===== src/rtl/pipe_hazard_unit_pkg.sv =====
// pipe_hazard_unit_pkg
// Shared definitions for the decode-stage hazard unit and the decode glue.
//   - Scoreboard entry layout: {dst, v, wr, ld}, with dst in the top REG_AW bits.
//   - FWD_RF: the forwarding-select code meaning "use the register file".
//   - opcode_e: the MIPS opcodes the decode glue uses to classify instructions.
package pipe_hazard_unit_pkg;

    // Bit positions of the control fields inside one scoreboard entry
    localparam int ENT_LD      = 0;
    localparam int ENT_WR      = 1;
    localparam int ENT_V       = 2;
    localparam int ENT_DST_LSB = 3;
    localparam int ENT_CTRL_W  = 3;

    // Forwarding select value that means "take the operand from the regfile"
    localparam int FWD_RF = 0;

    typedef enum logic [5:0] {
        OP_ALUOP = 6'h00,
        OP_LW    = 6'h23
    } opcode_e;

    // Total entry width for a given register address width
    function automatic int ent_width(input int aw);
        return aw + ENT_CTRL_W;
    endfunction

endpackage


===== src/rtl/pipe_hazard_unit_sb_stage.sv =====
// hazard_sb_stage
// One scoreboard entry register. Each cycle it either captures the entry
// offered on d (load = 1) or becomes a bubble (all zero, so v = 0).
// Ports:
//   clk  - clock
//   rst  - synchronous active-high reset, clears the entry
//   load - 1: capture d, 0: insert a bubble
//   d    - incoming entry
//   q    - registered entry
module hazard_sb_stage #(
    parameter int W = 8
) (
    input  logic         clk,
    input  logic         rst,
    input  logic         load,
    input  logic [W-1:0] d,
    output logic [W-1:0] q
);

    // Entry register with bubble insertion; reset forgets the producer
    always_ff @(posedge clk) begin
        if (rst) begin
            q <= '0;
        end else if (load) begin
            q <= d;
        end else begin
            q <= '0;
        end
    end

endmodule


===== src/rtl/pipe_hazard_unit.sv =====
// pipe_hazard_unit
// Decode-stage hazard unit. Tracks in-flight register writers for NUM_STAGES
// stages after ID and produces a RAW/load-use stall plus forwarding selects
// for the ID operand muxes.
// Optional feature: define PIPE_HAZARD_FWD_EN to enable forwarding. Without
// it fwd_a/fwd_b stay at the regfile code and any match in stages
// 1..NUM_STAGES-1 stalls (the regfile writes first half / reads second half,
// so the last stage never needs a stall).
// Ports:
//   clk, rst          - clock, synchronous active-high reset
//   id_valid          - ID holds a real instruction
//   id_rs, id_rt      - source register addresses
//   id_use_rs/_rt     - instruction actually reads rs / rt
//   id_wr, id_dst     - instruction writes register id_dst
//   id_is_load        - instruction is LW
//   ex_flush          - taken branch, squash the ID instruction
//   stall             - hold PC and IF/ID, bubble into EX
//   fwd_a, fwd_b      - operand source: 0 = regfile, k = stage k result
//   stall_cnt         - saturating count of stalled cycles
module pipe_hazard_unit
    import pipe_hazard_unit_pkg::*;
#(
    parameter int REG_AW           = 5,
    parameter int NUM_STAGES       = 3,
    parameter int LOAD_READY_STAGE = 2,
    parameter int CNT_W            = 32,
    localparam int SEL_W           = $clog2(NUM_STAGES + 1)
) (
    input  logic              clk,
    input  logic              rst,
    input  logic              id_valid,
    input  logic [REG_AW-1:0] id_rs,
    input  logic [REG_AW-1:0] id_rt,
    input  logic              id_use_rs,
    input  logic              id_use_rt,
    input  logic              id_wr,
    input  logic [REG_AW-1:0] id_dst,
    input  logic              id_is_load,
    input  logic              ex_flush,
    output logic              stall,
    output logic [SEL_W-1:0]  fwd_a,
    output logic [SEL_W-1:0]  fwd_b,
    output logic [CNT_W-1:0]  stall_cnt
);

    localparam int EW = ent_width(REG_AW);

    logic [NUM_STAGES:1][EW-1:0] ent;
    logic [NUM_STAGES:1]         m_a;
    logic [NUM_STAGES:1]         m_b;
    logic [EW-1:0]               push_ent;
    logic                        acc;
    logic                        stall_raw;
    logic [SEL_W-1:0]            win_a;
    logic [SEL_W-1:0]            win_b;
    logic                        ld_a;
    logic                        ld_b;

    // Only a live, non-flushed, non-stalled instruction enters the scoreboard
    assign acc      = id_valid & ~stall & ~ex_flush;
    assign push_ent = {id_dst, 1'b1, id_wr, id_is_load};

    // Scoreboard shift chain: stage 1 takes the ID instruction or a bubble,
    // later stages always advance, so the chain never freezes
    for (genvar k = 1; k <= NUM_STAGES; k++) begin : g_stage
        if (k == 1) begin : g_head
            hazard_sb_stage #(.W(EW)) u_stage (
                .clk  (clk),
                .rst  (rst),
                .load (acc),
                .d    (push_ent),
                .q    (ent[k])
            );
        end else begin : g_tail
            hazard_sb_stage #(.W(EW)) u_stage (
                .clk  (clk),
                .rst  (rst),
                .load (1'b1),
                .d    (ent[k-1]),
                .q    (ent[k])
            );
        end

        // A stage matches when it holds a real write to a nonzero register
        // that the ID instruction reads
        logic                live;
        logic [REG_AW-1:0]   dst;
        assign dst    = ent[k][ENT_DST_LSB +: REG_AW];
        assign live   = ent[k][ENT_V] & ent[k][ENT_WR] & (dst != '0) & id_valid;
        assign m_a[k] = live & id_use_rs & (dst == id_rs);
        assign m_b[k] = live & id_use_rt & (dst == id_rt);
    end

    // Youngest matching stage wins: scan oldest to youngest, last hit sticks
    always_comb begin
        win_a = SEL_W'(FWD_RF);
        win_b = SEL_W'(FWD_RF);
        ld_a  = 1'b0;
        ld_b  = 1'b0;
        for (int k = NUM_STAGES; k >= 1; k--) begin
            if (m_a[k]) begin
                win_a = SEL_W'(k);
                ld_a  = ent[k][ENT_LD];
            end
            if (m_b[k]) begin
                win_b = SEL_W'(k);
                ld_b  = ent[k][ENT_LD];
            end
        end
    end

`ifdef PIPE_HAZARD_FWD_EN
    // Stall only while the winning producer is a load whose data is not yet
    // available for forwarding
    assign stall_raw = (ld_a & (int'(win_a) < LOAD_READY_STAGE))
                     | (ld_b & (int'(win_b) < LOAD_READY_STAGE));
    assign fwd_a     = ex_flush ? SEL_W'(FWD_RF) : win_a;
    assign fwd_b     = ex_flush ? SEL_W'(FWD_RF) : win_b;
`else
    // No bypass network: wait until the producer reaches the last stage
    assign stall_raw = (|m_a[NUM_STAGES-1:1]) | (|m_b[NUM_STAGES-1:1]);
    assign fwd_a     = SEL_W'(FWD_RF);
    assign fwd_b     = SEL_W'(FWD_RF);

    logic unused_nofwd;
    assign unused_nofwd = ^{win_a, win_b, ld_a, ld_b, m_a[NUM_STAGES], m_b[NUM_STAGES]};
`endif

    assign stall = ~ex_flush & stall_raw;

    // Saturating stall counter for performance monitoring
    always_ff @(posedge clk) begin
        if (rst) begin
            stall_cnt <= '0;
        end else if (stall && (stall_cnt != '1)) begin
            stall_cnt <= stall_cnt + 1'b1;
        end
    end

endmodule


===== config.mk =====
export PLATFORM = sky130hd
export DESIGN_NAME = pipe_hazard_unit
export DESIGN_NICKNAME = d
export VERILOG_FILES = /design/src/rtl/pipe_hazard_unit_pkg.sv /design/src/rtl/pipe_hazard_unit_sb_stage.sv /design/src/rtl/pipe_hazard_unit.sv
export SDC_FILE = /design/constraint.sdc
export NUM_CORES = 1
export LEC_CHECK = 0
export CORE_AREA = 3 3 58 87
export DETAILED_ROUTE_END_ITERATION = 10
export DIE_AREA = 0 0 61 90
export DONT_BUFFER_PORTS = 1
export PLACE_DENSITY = 0.7
export REMOVE_ABC_BUFFERS = 1
export SYNTH_ARGS = -nofsm -noshare
export SYNTH_HDL_FRONTEND = slang
export SYNTH_HIERARCHICAL = 1
export SYNTH_SLANG_ARGS = --single-unit
export TNS_END_PERCENT = 50

===== constraint.sdc =====
create_clock -name clk -period 2.25 [get_ports clk]
set_input_delay 0.225 -clock clk [delete_from_list [all_inputs] [get_ports clk]]
set_output_delay 0.225 -clock clk [all_outputs]
set_load 0.01 [all_outputs]

=== Yosys cells after proc, flatten, opt, wreduce, memory -nomap -nowiden ===
Index checks and enable logic that the tools add are counted.

* Multiplexer cells: 1
* Equality and inequality tests: 5
* Reductions and logical operators: 6
* Bitwise logic cells: 21
* $add $sub $neg: 1

{| class="wikitable"
|+ Operators by type and width
! cell !! number
|-
| $add A32 B1 Y32 const B || 1
|-
| $ne A32 B32 Y1 const B || 1
|-
| $eq A5 B5 Y1 || 4
|-
| $and A1 B1 Y1 || 17
|-
| $reduce_bool A5 Y1 || 2
|-
| $reduce_or A2 Y1 || 3
|-
| $mux W3 || 1
|-
| $not A1 Y1 || 3
|-
| $logic_and A1 B1 Y1 || 1
|-
| $or A1 B1 Y1 || 1
|}

* Register bits after elaboration: 48
* Logic and storage cells: 38

=== Depth between registers and ports, before layout ===
* Depth after elaboration: 13
* Gate-level depth with buffers: 8
* Mapped depth without buffers: 7

=== By module ===
Netlist, hierarchy kept.

{| class="wikitable"
|+ By module, submodules not included
! module !! sequential area each (µm²) !! instances !! cells an instance !! area each (µm²)
|-
| pipe_hazard_unit || 640.6 || 1 || 263 || 2105.8
|-
| hazard_sb_stage || 160.2 || 2 || 16 || 230.2
|}

=== Worst setup path after synthesis ===
No wires, ideal clock.

* Path kind: reg2reg
* Start: register stall_cnt[0]
* End: register stall_cnt[21]
* Setup slack: 0.097 ns
* Cell stages (with the launch flop): 9
* Arrival time: 2.032 ns
* Library setup time: 0.121 ns
* Period minus slack after synthesis: 2.153 ns
* Buffers on the path: 1
* Path through: dfxtp_1 ha_1 nand2_1 nor4_4 and2_1 and3_4 buf_8 nor3_2 mux2_4

* Cells in the longest elaborated chain, start to end: 2

{| class="wikitable"
|+ RTL lines
! item !! RTL line !! source
|-
| start: declaration || pipe_hazard_unit.sv:43 || <nowiki>output logic [CNT_W-1:0] stall_cnt</nowiki>
|-
| start signal: assignment || pipe_hazard_unit.sv:136 || <nowiki>stall_cnt <= stall_cnt + 1'b1;</nowiki>
|-
| parallel branches: the longest is 2 deep, another holds $add A32 B1 Y32 || n/a ||
|}

Parallel ways; which one is timed is not known.
A chain may end at the register's enable or synchronous reset.

=== Worst setup path in the final report ===
* Start: register g_stage[1].g_head.u_stage.q[6]
* End: register stall_cnt[1]

* Cells in the longest elaborated chain, start to end: 9

{| class="wikitable"
|+ RTL lines
! item !! RTL line !! source
|-
| start: declaration || pipe_hazard_unit_sb_stage.sv:17 || <nowiki>output logic [W-1:0] q</nowiki>
|-
| start signal: assignment || pipe_hazard_unit_sb_stage.sv:23 || <nowiki>q <= '0;</nowiki>
|-
| start signal: assignment || pipe_hazard_unit_sb_stage.sv:25 || <nowiki>q <= d;</nowiki>
|-
| start signal: assignment || pipe_hazard_unit_sb_stage.sv:27 || <nowiki>q <= '0;</nowiki>
|-
| $reduce_bool A5 Y1 || pipe_hazard_unit.sv:89 || <nowiki>assign live = ent[k][ENT_V] & ent[k][ENT_WR] & (dst != '0) & id_valid;</nowiki>
|-
| $and A1 B1 Y1 (2 in a row) || pipe_hazard_unit.sv:89 ||
|-
| $and A1 B1 Y1 (on tied branches) (2 in a row) || pipe_hazard_unit.sv:90, pipe_hazard_unit.sv:91 ||
|-
| $reduce_or A2 Y1 || pipe_hazard_unit.sv:121 || <nowiki>assign stall_raw = (|m_a[NUM_STAGES-1:1]) | (|m_b[NUM_STAGES-1:1]);</nowiki>
|-
| $or A1 B1 Y1 (*) || pipe_hazard_unit.sv:121 ||
|-
| $and A1 B1 Y1 (*) || pipe_hazard_unit.sv:129 || <nowiki>assign stall = ~ex_flush & stall_raw;</nowiki>
|-
| $logic_and A1 B1 Y1 (*) || pipe_hazard_unit.sv:135 || <nowiki>end else if (stall && (stall_cnt != '1)) begin</nowiki>
|}

Mark *: on every way between the ends. The rest lies on a longest branch, timed or not.

==> flow_metrics.env <==
export IMPL_power_density_nw_per_um2=481.4
export IMPL_h_tree_depth=2
export IMPL_r2r_end="stall_cnt[1]"
export IMPL_p_sw_frac=0.2205
export IMPL_cp_arrival_ns=2.31
export IMPL_power_leakage_uw=0.001064
export IMPL_mostFrequentLayoutCell="dfxtp_1"
export IMPL_grt_overflow=0
export IMPL_max_cap_viol_count=0
export IMPL_timing_final_crit_share=0.9283
export IMPL_path_cells="xnor2_1 -> nand4_1 -> o22ai_2 -> a32oi_2 -> buf_12 -> or4b_2 -> o21ai_0"
export IMPL_rsz0062_at_grt="yes"
export IMPL_grt_pass1_wl_mm=9.377
export IMPL_power_total_uw=1355
export IMPL_finalClockSkew_ns=0.006764
export IMPL_path_class="register to register"
export IMPL_switching_power_uw=298.6
export IMPL_routed_wl_mm=5.575
export IMPL_io_pins=60
export IMPL_num_vias=2160
export IMPL_die_w_microns=61
export IMPL_hold_depth=1
export IMPL_cts_buffers=5
export IMPL_io_buffers=0
export IMPL_clock_latency_ns=0.30
export IMPL_ant_nets=0
export IMPL_start_kind="register"
export IMPL_ff2ff_path_depth=7
export IMPL_detail_route_first_pass_iterations=4
export IMPL_worst_path_max_delay_cell="or4b_2"
export IMPL_slew_headroom=0.5233
export IMPL_crit_buf_inv=1
export IMPL_die_area_sq_um=5490
export IMPL_crit_required_ns=2.47
export IMPL_antenna_found_initial=0
export IMPL_coreArea_sq_um=4318
export IMPL_grt_pass1_vias=2146
export IMPL_cts_sinks=46
export IMPL_tightestPinTransition_ns=0.7128
export IMPL_cts_root_buf="clkbuf_8"
export IMPL_path_clk_slew_ns=0.09
export IMPL_drt_wirelength_per_cell_microns=15.40
export IMPL_post_cts_buffers=0
export IMPL_rrSetupSlack_ns=0.16
export IMPL_period_needed_ns=2.089
export IMPL_yosysWarnings=6
export IMPL_routed_via_density=5.967
export IMPL_maxSlewViolCount=0
export IMPL_place_gp_congestion=0.7358
export IMPL_fp_row_count=29
export IMPL_power_frac_seq=0.607
export IMPL_die_h_microns=90
export IMPL_antenna_cells=0
export IMPL_syn_avg_cell_area_sq_um=8.621
export IMPL_cts_buffer_depth=2
export IMPL_setup_violations_final=0
export IMPL_status="finished, final reports clean"
export IMPL_drt_iter0_drc=45
export IMPL_whs_ns=0.08711
export IMPL_drive_above_1_share=0.1614
export IMPL_path_depth=7
export IMPL_layout_common_cells="dfxtp_1, buf_4, xnor2_1, nor2_1"
export IMPL_syn_inst=291
export IMPL_area_growth_pct=12.17
export IMPL_hp_class="input port to register"
export IMPL_max_stage_delay_ns=0.61
export IMPL_critPathTopFamily="simple AND/OR/NAND/NOR gates"
export IMPL_endpoint_kind="register"
export IMPL_ir_drop_mv=0.3369
export IMPL_start_util=0.5810
export IMPL_worstPathMaxFanout=54
export IMPL_max_freq_mhz=478.8
export IMPL_remaining_drc_errors=0
export IMPL_finalNetCount=340
export IMPL_dpl_hpwl_mm=4.064
export IMPL_clockPowerShare=0.352
export IMPL_final_hold_viol_count=0
export IMPL_internal_power_uw=1056
export IMPL_final_fill_count=402
export IMPL_combPwrFrac=0.041
export IMPL_cts_tree="done"
export IMPL_netlist_area_sq_um=2509
export IMPL_worstHoldEndpoint="g_stage[1].g_head.u_stage/q[1]"
export IMPL_grtUsageTotal=0.2166
export IMPL_grt_max_degree=55
export IMPL_hold_path_startpoint="id_wr"
export IMPL_r2r_start="g_stage[1].g_head.u_stage/q[6]"
-- per-stage QoR --
step | worst slack, ns | instances | utilization | TNS, ns | area (sq um)
final | 0.1614 | 362 | 0.6517 | 0 | 2814
after global placement | 0.1946 | 354 | 0.6282 | 0 | 2713
after CTS | 0.1080 | 362 | 0.6488 | 0 | 2801
after floorplan | -0.9501 | 283 | - | -26.94 | 2447
after detailed placement | 0.1335 | 354 | 0.6282 | 0 | 2713
after global routing | -0.02578 | 362 | 0.6517 | -0.02578 | 2814
-- layer usage --
metal	vias up	part of all wire	wire length [microns]	track usage
met4	0	0.013	70	0.05967
met5	-	0	0	0
met1	1014	0.39	2150	0.2247
li1	1088	-	-	-
met3	6	0.062	347	0.07020
met2	52	0.54	3007	0.3946
-- timing repair --
item / CTS / global route
endpoints found under the setup margin: 0 / 13
endpoints found under the hold margin: 17 / 0
hold buffers: 1 / 0
gates resized for setup: 0 / 2
-- flip-flops by register name (all words and copies together), names as in the netlist --
register,cells
stall_cnt,32
g_stage.g_tail.u_stage/q,7
g_stage.g_head.u_stage/q,7
-- power by group through the flow --
stage               Clock (uW)  Sequential, uW  Combinational [uW]
CTS                        492             822                55.3
finish                     476             822                56.0
global route               525             823                63.6
floorplan                    0             841                41.8
global placement             0             841                46.9
detailed placement           0             842                48.6
-- area by class of cell --
cell class	instances	area [sq um]	area share
tap	46	57.56	0.02045
inverter	2	7.507	0.002668
clock inverter	2	10.01	0.003557
multi-input combinational	235	1539	0.5469
sequential	46	920.9	0.3273
timing repair buffer	26	210.2	0.07470
clock buffer	5	68.82	0.02446
-- worst max path at each step --
stage                                               from  slack (ns)             to
after floorplan           g_stage[1].g_head.u_stage/q[7]       -0.95  stall_cnt[14]
after global placement    g_stage[1].g_head.u_stage/q[6]        0.19   stall_cnt[1]
after detailed placement  g_stage[1].g_head.u_stage/q[6]        0.13   stall_cnt[1]
after CTS                 g_stage[1].g_head.u_stage/q[6]        0.11   stall_cnt[1]
after global routing                        stall_cnt[0]       -0.03  stall_cnt[24]
final                     g_stage[1].g_head.u_stage/q[6]        0.16   stall_cnt[1]
Note: power is estimated with default switching activity, not from simulation.
